## config.mk

```make
export PLATFORM = sky130hd
export DESIGN_NAME = res_ram_reader
export DESIGN_NICKNAME = d
export VERILOG_FILES = /design/src/rtl/res_ram_pkg.sv /design/src/rtl/rd_skid_buf.sv /design/src/rtl/res_ram_reader.sv
export SDC_FILE = /design/constraint.sdc
export NUM_CORES = 1
export LEC_CHECK = 0
export CAP_MARGIN = 20
export CORE_UTILIZATION = 45
export CTS_CLUSTER_SIZE = 28
export DETAILED_ROUTE_END_ITERATION = 8
export MAX_ROUTING_LAYER = met4
export PLACE_DENSITY = 0.7
export SKIP_LAST_GASP = 1
export SLEW_MARGIN = 40
export SYNTH_ARGS = -nofsm -noshare
export SYNTH_HDL_FRONTEND = slang
export SYNTH_SLANG_ARGS = --single-unit
```

## constraint.sdc

```tcl
create_clock -name clk -period 3.41 [get_ports clk]
set_clock_uncertainty 0.1 [all_clocks]
set_input_delay 0.8525 -clock clk [delete_from_list [all_inputs] [get_ports clk]]
set_output_delay 0.8525 -clock clk [all_outputs]
set_load 0.01 [all_outputs]
```

## src/rtl/res_ram_pkg.sv

```systemverilog
// rtl/res_ram_pkg.sv - shared defaults and FSM encoding for the result RAM reader
package res_ram_pkg;

    localparam int DEF_ADDR_W = 6;
    localparam int DEF_DATA_W = 8;

    typedef enum logic [1:0] {
        ST_IDLE  = 2'd0,
        ST_READ  = 2'd1,
        ST_DRAIN = 2'd2,
        ST_DONE  = 2'd3
    } state_t;

endpackage

```

## src/rtl/rd_skid_buf.sv

```systemverilog
// rtl/rd_skid_buf.sv - 2-entry FIFO holding RAM words and their end-of-window flag
module rd_skid_buf #(
    parameter int W = 8
) (
    input  logic         clk,
    input  logic         rst,
    input  logic         push,
    input  logic [W-1:0] push_data,
    input  logic         push_last,
    input  logic         pop,
    output logic [W-1:0] data,
    output logic         last,
    output logic [1:0]   count,
    output logic         full,
    output logic         empty
);

    logic [1:0][W-1:0] mem_data;
    logic [1:0]        mem_last;
    logic              wr_ptr;
    logic              rd_ptr;
    logic [1:0]        cnt_q;
    logic              do_push;
    logic              do_pop;

    assign empty   = (cnt_q == 2'd0);
    assign full    = (cnt_q == 2'd2);
    assign do_pop  = pop && !empty;
    // A push into a full buffer is only legal when the head leaves the same cycle.
    assign do_push = push && (!full || do_pop);

    always_ff @(posedge clk) begin
        if (!rst) begin
            mem_data <= '0;
            mem_last <= '0;
            wr_ptr   <= 1'b0;
            rd_ptr   <= 1'b0;
            cnt_q    <= 2'd0;
        end else begin
            if (do_push) begin
                mem_data[wr_ptr] <= push_data;
                mem_last[wr_ptr] <= push_last;
                wr_ptr           <= ~wr_ptr;
            end
            if (do_pop) begin
                rd_ptr <= ~rd_ptr;
            end
            case ({do_push, do_pop})
                2'b10:   cnt_q <= cnt_q + 2'd1;
                2'b01:   cnt_q <= cnt_q - 2'd1;
                default: cnt_q <= cnt_q;
            endcase
        end
    end

    assign data  = mem_data[rd_ptr];
    assign last  = mem_last[rd_ptr] && !empty;
    assign count = cnt_q;

endmodule

```

## src/rtl/res_ram_reader.sv

```systemverilog
// rtl/res_ram_reader.sv - walks a result RAM window onto a valid/ready stream with checksum
module res_ram_reader
    import res_ram_pkg::*;
#(
    parameter int ADDR_W = DEF_ADDR_W,
    parameter int DATA_W = DEF_DATA_W
) (
    input  logic              clk,
    input  logic              rst,
    input  logic              start,
    input  logic [ADDR_W-1:0] start_addr,
    input  logic [ADDR_W:0]   len,
    output logic [ADDR_W-1:0] mem_addr,
    output logic              mem_en,
    input  logic [DATA_W-1:0] mem_dout,
    output logic [DATA_W-1:0] m_data,
    output logic              m_valid,
    input  logic              m_ready,
    output logic              m_last,
    output logic              busy,
    output logic              done,
    output logic [DATA_W-1:0] checksum
);

    localparam logic [ADDR_W-1:0] ADDR_ONE = ADDR_W'(1);
    localparam logic [ADDR_W:0]   LEN_ONE  = (ADDR_W + 1)'(1);

    state_t            state;
    state_t            state_nx;
    logic [ADDR_W-1:0] addr_q;
    logic [ADDR_W:0]   len_q;
    logic [ADDR_W:0]   issued_q;
    logic [ADDR_W:0]   last_idx;
    logic              pend_q;
    logic              pend_last_q;
    logic [DATA_W-1:0] sum_q;

    logic              accept;
    logic              pop;
    logic              issue;
    logic              last_issue;
    logic              credit;
    logic [1:0]        occ;

    logic [DATA_W-1:0] head_data;
    logic              head_last;
    logic [1:0]        buf_count;
    logic              buf_full;
    logic              buf_empty;

    assign accept   = (state == ST_IDLE) && start;
    assign pop      = !buf_empty && m_ready;
    assign last_idx = len_q - LEN_ONE;

    // Words held plus the one arriving from the RAM this edge, less the one leaving.
    assign occ    = buf_count + {1'b0, pend_q} - {1'b0, pop};
    assign credit = (occ < 2'd2) && !(buf_full && !pop);

    assign issue      = (state == ST_READ) && credit;
    assign last_issue = issue && (issued_q == last_idx);

    always_ff @(posedge clk) begin
        if (!rst) begin
            state <= ST_IDLE;
        end else begin
            state <= state_nx;
        end
    end

    always_comb begin
        state_nx = state;
        case (state)
            ST_IDLE: begin
                if (start) begin
                    state_nx = (len == '0) ? ST_DONE : ST_READ;
                end
            end
            ST_READ: begin
                if (last_issue) begin
                    state_nx = ST_DRAIN;
                end
            end
            ST_DRAIN: begin
                if (pop && head_last) begin
                    state_nx = ST_DONE;
                end
            end
            ST_DONE: begin
                state_nx = ST_IDLE;
            end
            default: begin
                state_nx = ST_IDLE;
            end
        endcase
    end

    always_ff @(posedge clk) begin
        if (!rst) begin
            addr_q      <= '0;
            len_q       <= '0;
            issued_q    <= '0;
            pend_q      <= 1'b0;
            pend_last_q <= 1'b0;
            sum_q       <= '0;
        end else begin
            pend_q      <= issue;
            pend_last_q <= last_issue;
            if (accept) begin
                addr_q   <= start_addr;
                len_q    <= len;
                issued_q <= '0;
                sum_q    <= '0;
            end else begin
                if (issue) begin
                    addr_q   <= addr_q + ADDR_ONE;
                    issued_q <= issued_q + LEN_ONE;
                end
                if (pop) begin
                    sum_q <= sum_q + head_data;
                end
            end
        end
    end

    rd_skid_buf #(
        .W(DATA_W)
    ) u_buf (
        .clk       (clk),
        .rst       (rst),
        .push      (pend_q),
        .push_data (mem_dout),
        .push_last (pend_last_q),
        .pop       (pop),
        .data      (head_data),
        .last      (head_last),
        .count     (buf_count),
        .full      (buf_full),
        .empty     (buf_empty)
    );

    assign mem_addr = addr_q;
    assign mem_en   = issue;
    assign m_data   = head_data;
    assign m_valid  = !buf_empty;
    assign m_last   = head_last;
    assign busy     = (state == ST_READ) || (state == ST_DRAIN);
    assign done     = (state == ST_DONE);
    assign checksum = sum_q;

endmodule

```

* Word level (Yosys, flattened, before mapping)
Cells that the tools add are included.
** Operators by class
- Bitwise logic cells :: 3
- Reduce and logical (&&, ||, !) cells :: 24
- Equal/unequal tests :: 10
- Add/subtract/negate cells :: 8
- $lt $le $gt $ge :: 4
- Mux-type cells :: 18
** Operators by type and width (number)
- $mux W8 :: 3
- $bwmux W16 :: 1
- $mux W6 :: 2
- $logic_and A1 B1 Y1 :: 11
- $add A8 B8 Y8 :: 1
- $demux W8 S1 :: 1
- $eq A2 B2 Y1 const B :: 4
- $mux W2 :: 4
- $pmux W2 S4 :: 1
- $add A7 B1 Y7 const B :: 1
- $eq A7 B7 Y1 :: 1
- $logic_not A7 Y1 :: 1
- $sub A7 B1 Y7 const B :: 1
- $add A6 B1 Y6 const B :: 1
- $ne A2 B2 Y1 const B :: 3
- $eq A2 B1 Y1 const B :: 2
- $logic_not A1 Y1 :: 4
- $logic_not A2 Y1 :: 2
- $lt A1 B2 Y1 const B :: 2
- $pmux W2 S2 :: 1
- $reduce_bool A2 Y1 :: 2
- $mux W1 :: 3
- $not A1 Y1 :: 3
- $reduce_and A3 Y1 :: 1
- 10 further kinds :: 11
** Storage, ports and cells
- Register bits after elaboration :: 54
- Output and inout bits :: 27
- Logic and storage cells :: 80

* Longest topological paths before layout
- Depth in word-level cells :: 11
- Gate-level depth with buffers :: 14

* By module
A second synthesis with hierarchy kept.
** Second synthesis, totals
- Cells, all modules :: 338
- Area, all modules :: 2936.6 µm²
** Modules (own cells, without submodules)
- res_ram_reader :: instances 1, area each 1914.3 µm², sequential area each 640.6 µm², cells each 233
- rd_skid_buf :: instances 1, area each 1022.2 µm², sequential area each 440.4 µm², cells each 105

* Least setup slack after synthesis
No wires, ideal clock.
- Path kind :: input to output
- From :: in m_ready
- To :: out mem_en
- Stages on the path :: 9
- Arrival time :: 2396 ps
- Required time :: 2457 ps
- Path slack :: 61 ps
- Cell sequence :: nand2_1 > inv_1 > clkbuf_1 > ha_1 > nor2b_1 > xnor2_1 > nand3_2 > inv_1 > buf_2
** Between the ends
- Word-level cells in the longest chain between the ends :: 6
** Ends and longest elaborated chain
- start: declaration :: line res_ram_reader.sv:18 : input logic m_ready,
- $logic_and A1 B1 Y1 (*) :: line res_ram_reader.sv:52 : assign pop = !buf_empty && m_ready;
- net pop :: line res_ram_reader.sv:39 : logic pop;
- parallel branches: the longest is 3 deep, another holds $sub A2 B1 Y2
- $logic_and A1 B1 Y1 (*) :: line res_ram_reader.sv:57 : assign credit = (occ < 2'd2) && !(buf_full && !pop);
- $logic_and A1 B1 Y1 (*) :: line res_ram_reader.sv:59 : assign issue = (state == ST_READ) && credit;
- end: declaration :: line res_ram_reader.sv:14 : output logic mem_en,
Mark *: on every way through the listed nets, which the timed path passes.

* Worst setup path after layout
- From :: in m_ready
- To :: out mem_en
** Between the ends
- Word-level cells in the longest chain between the ends :: 6
** Ends and longest elaborated chain (line)
- $logic_and A1 B1 Y1 (*) :: res_ram_reader.sv:52
- parallel branches: the longest is 3 deep, another holds $sub A2 B1 Y2
- $logic_and A1 B1 Y1 (*) :: res_ram_reader.sv:57
- $logic_and A1 B1 Y1 (*) :: res_ram_reader.sv:59
Mark *: on every way between the ends.

==> key figures <==
Run status
  • Outcome: finished, violations left
  • Failing checks: DRC

Clocking
  • Clk_lat worst skew: 0.31 ns
  • Clk buf depth: 2
  • Htree depth: 2
  • TritonCTS clock tree: done
  • Clock sink count: 54
  • Clock slew at reported path FFs: 0.09 ns
  • Root Buffer: clkbuf_8
  • Total CTS buffers: 5

Pwr
  • PD cells: 508 nW/µm²
  • VDD IR max: 0.243 mV
  • Pleak: 1.43 nW

Worst setup path
  • Kind of end point of the critical path: output pin
  • Worst EP required: 2.46 ns
  • Reg-to-reg slack, setup: ~0.64 ns
  • WS Path Type: in2out
  • FF-to-FF End: state[1]
  • Critical register-to-register path startpoint: u_buf.count[1]
  • Cells on worst reg2reg path: 12
  • CP arrival: 2.33 ns
  • Critical path peak fanout: 3
  • Startpoint Class: primary input

Layout
  • Fillers: 525
  • Final nets: between 400 and 500
  • Antenna diodes: 0
  • Final instance area: 3510 µm²
  • Cell Count, Final, Fillers Out: 460
  • Layout cells sized above 1: 0.0909
  • Area taken by multi-input logic gates: 1600 µm²
  • Area delta synth->final: 26.4%
  • Register area: 1080 µm²

Floorplan
  • Die footprint: 6490 µm²
  • Initial Util: 0.469
  • Die height: 80.6 µm
  • # rows: 28
  • DIE WIDTH: around 80 µm
  • Core footprint: approximately 5900 µm²
  • Top Ports: 52

Worst hold path
  • WHS Path Cells: 2
  • Worst min path class: reg2reg
  • Worst min-delay path endpoint: u_buf.mem_last[0]
  • HP Start: pend_last_q

Timing
  • Max_slew headroom: 0.574
  • # setup viols final: 0
  • RSZ-0062 raised after global routing: false
  • Hold violation total from the final report: 0
  • Max Slew Vio Count: 0
  • F_max: ~300 MHz
  • Period minus WS final: 3.28 ns
  • Final period util: 0.962
  • Worst-Margin Slew: 0.637 ns

Global routing
  • Initial antenna violation count: 0
  • Largest net degree at the start of global routing: 34
  • GR Overflow Total: 0
  • GRT Total Usage: 0.205
  • Global-route wire length before repair: 10000 µm
  • Vias in the first global route: between 2000 and 2500

Logic synthesis
  • Post-synth EDFFs: 0
  • Synth unique cells: 38
  • #FFs+latches synth: 54
  • Sequential area share after synthesis: 0.389
  • Synth Instances: 329
  • Most frequently used flop master after synthesis: dfxtp_1
  • Mapped Area: 2780 µm²
  • Yosys warns: 0
  • Synthesized Nets: 372
  • Avg Inst Size Synth: 8.44 µm²
  • Asr flop ratio synth: 0

Route
  • DR WL/cell: 13.1 µm
  • Detail Route Antenna Nets: 0
  • DR DRC count: 2
  • Drt first pass iters: 9
  • Starting DRC count in detailed routing: 106
  • Via count: between 2000 and 2500
  • DR vias/cell: ~5.2
  • Final wirelength: 6020 µm

Placed design
  • GPL Wtd Cong: ~0.75
  • DP Area: 3410 µm²
  • Placed insts: approximately 450
  • DP HPWL: ~4500 µm
  • # port buffers: 51

Flow run
  • Max-cap viol count: 0
final cells by class:
cell class | count | share of cell area
clock buffer | 5 | 0.0196
sequential | 54 | 0.308
clock inverter | 3 | 0.00606
timing repair buffer | 61 | 0.165
multi-input combinational | 245 | 0.456
tap | 75 | 0.0267
inverter | 17 | 0.0182
report_power, final:
part	switching, mW	internal [mW]
sequential	0.0783	0.699
combinational	0.329	0.313
clock	0.221	0.145
total	0.629	1.16
what timing repair did:
| action | in CTS | in global routing |
|---|---|---|
| pin swaps | 1 | 2 |
| resized for setup | 4 | 5 |
| hold buffers | 0 | 0 |
| setup buffers | 0 | 0 |
| endpoints found under the setup margin | 1 | 1 |
worst max-delay path, stage by stage:
cell	delay (ns)
clkdlybuf4s50_1	0.49
nand2_2	0.06
inv_1	0.07
ha_1	0.24
nor2b_2	0.15
xnor2_2	0.13
nand3_2	0.14
inv_2	0.08
buf_2	0.12
sequential cells by signal, indices dropped and copies added (netlist names):
signal,cells
checksum,8
issued_q,7
len_q,7
mem_addr,6
pend_last_q,1
pend_q,1
state,2
u_buf.count,2
u_buf.mem_data,16
u_buf.mem_last,2
u_buf.rd_ptr,1
u_buf.wr_ptr,1
kinds of logic after synthesis:
| kind of cell | Yosys count | share of synthesized area |
|---|---|---|
| simple gates | 116 | 0.192 |
| compound gates | 61 | 0.124 |
| flops | 54 | 0.389 |
| xor+xnor | 31 | 0.0977 |
| buf+inv | 30 | 0.0414 |
| mux | 19 | 0.0716 |
| fa+ha+maj | 18 | 0.0838 |
layer usage:
metal | vias up | track usage | part of all wire
met3 | 8 | 0.0341 | 0.033
met5 | - | - | 0
met4 | 0 | 0.0536 | 0.010
met2 | 37 | 0.358 | 0.49
met1 | 1102 | 0.243 | 0.46
li1 | 1233 | - | -
Yosys cell counts (5+ instances only):
| master | count | share of area |
|---|---|---|
| or3_1 | 5 | 0.011 |
| ha_1 | 17 | 0.077 |
| xor2_1 | 20 | 0.063 |
| dfxtp_1 | 54 | 0.39 |
| mux2i_1 | 12 | 0.043 |
| nor2_1 | 32 | 0.043 |
| clkbuf_1 | 11 | 0.015 |
| a21oi_1 | 31 | 0.056 |
| nor3_1 | 5 | 0.0090 |
| xnor2_1 | 11 | 0.035 |
| o21ai_0 | 18 | 0.032 |
| nand4_1 | 9 | 0.020 |
| mux2_2 | 7 | 0.028 |
| inv_1 | 16 | 0.022 |
| nand2_1 | 44 | 0.059 |
| nand3_1 | 8 | 0.014 |
worst max path at each step:
| stage | endpoint | from | cells after the start |
|---|---|---|---|
| after floorplan | mem_en | m_ready | 9 |
| after global placement | mem_en | m_ready | 9 |
| after detailed placement | mem_en | m_ready | 9 |
| after CTS | mem_en | m_ready | 9 |
| after global routing | mem_en | m_ready | 9 |
| final | mem_en | m_ready | 9 |
per-stage QoR:
step	hold slack, ns	power (mW)	utilization	setup TNS, ns	setup slack, ns
floorplan	0.331	1.18	-	0	0.0614
global placement	0.346	1.42	0.575	-0.310	-0.310
detailed placement	0.354	1.43	0.575	-0.348	-0.320
CTS	0.369	1.79	0.591	0	0.00868
global route	0.399	1.89	0.593	0	0.0269
finish	0.364	1.79	0.593	0	0.131
cells in the final DEF, fill, tap and decap left out, types with 9 or more instances in the layout:
master / netlist / final
buf_4: 0 / 10
dfxtp_1: 54 / 54
xnor2_1: 11 / 10
nand4_1: 9 / 9
nand2_1: 44 / 43
mux2i_1: 12 / 12
inv_1: 16 / 15
clkdlybuf4s50_1: 0 / 50
ha_1: 17 / 17
o21ai_0: 18 / 18
xor2_1: 20 / 19
nor2_1: 32 / 32
a21oi_1: 31 / 31
Note: power is estimated with default switching activity, not from simulation.
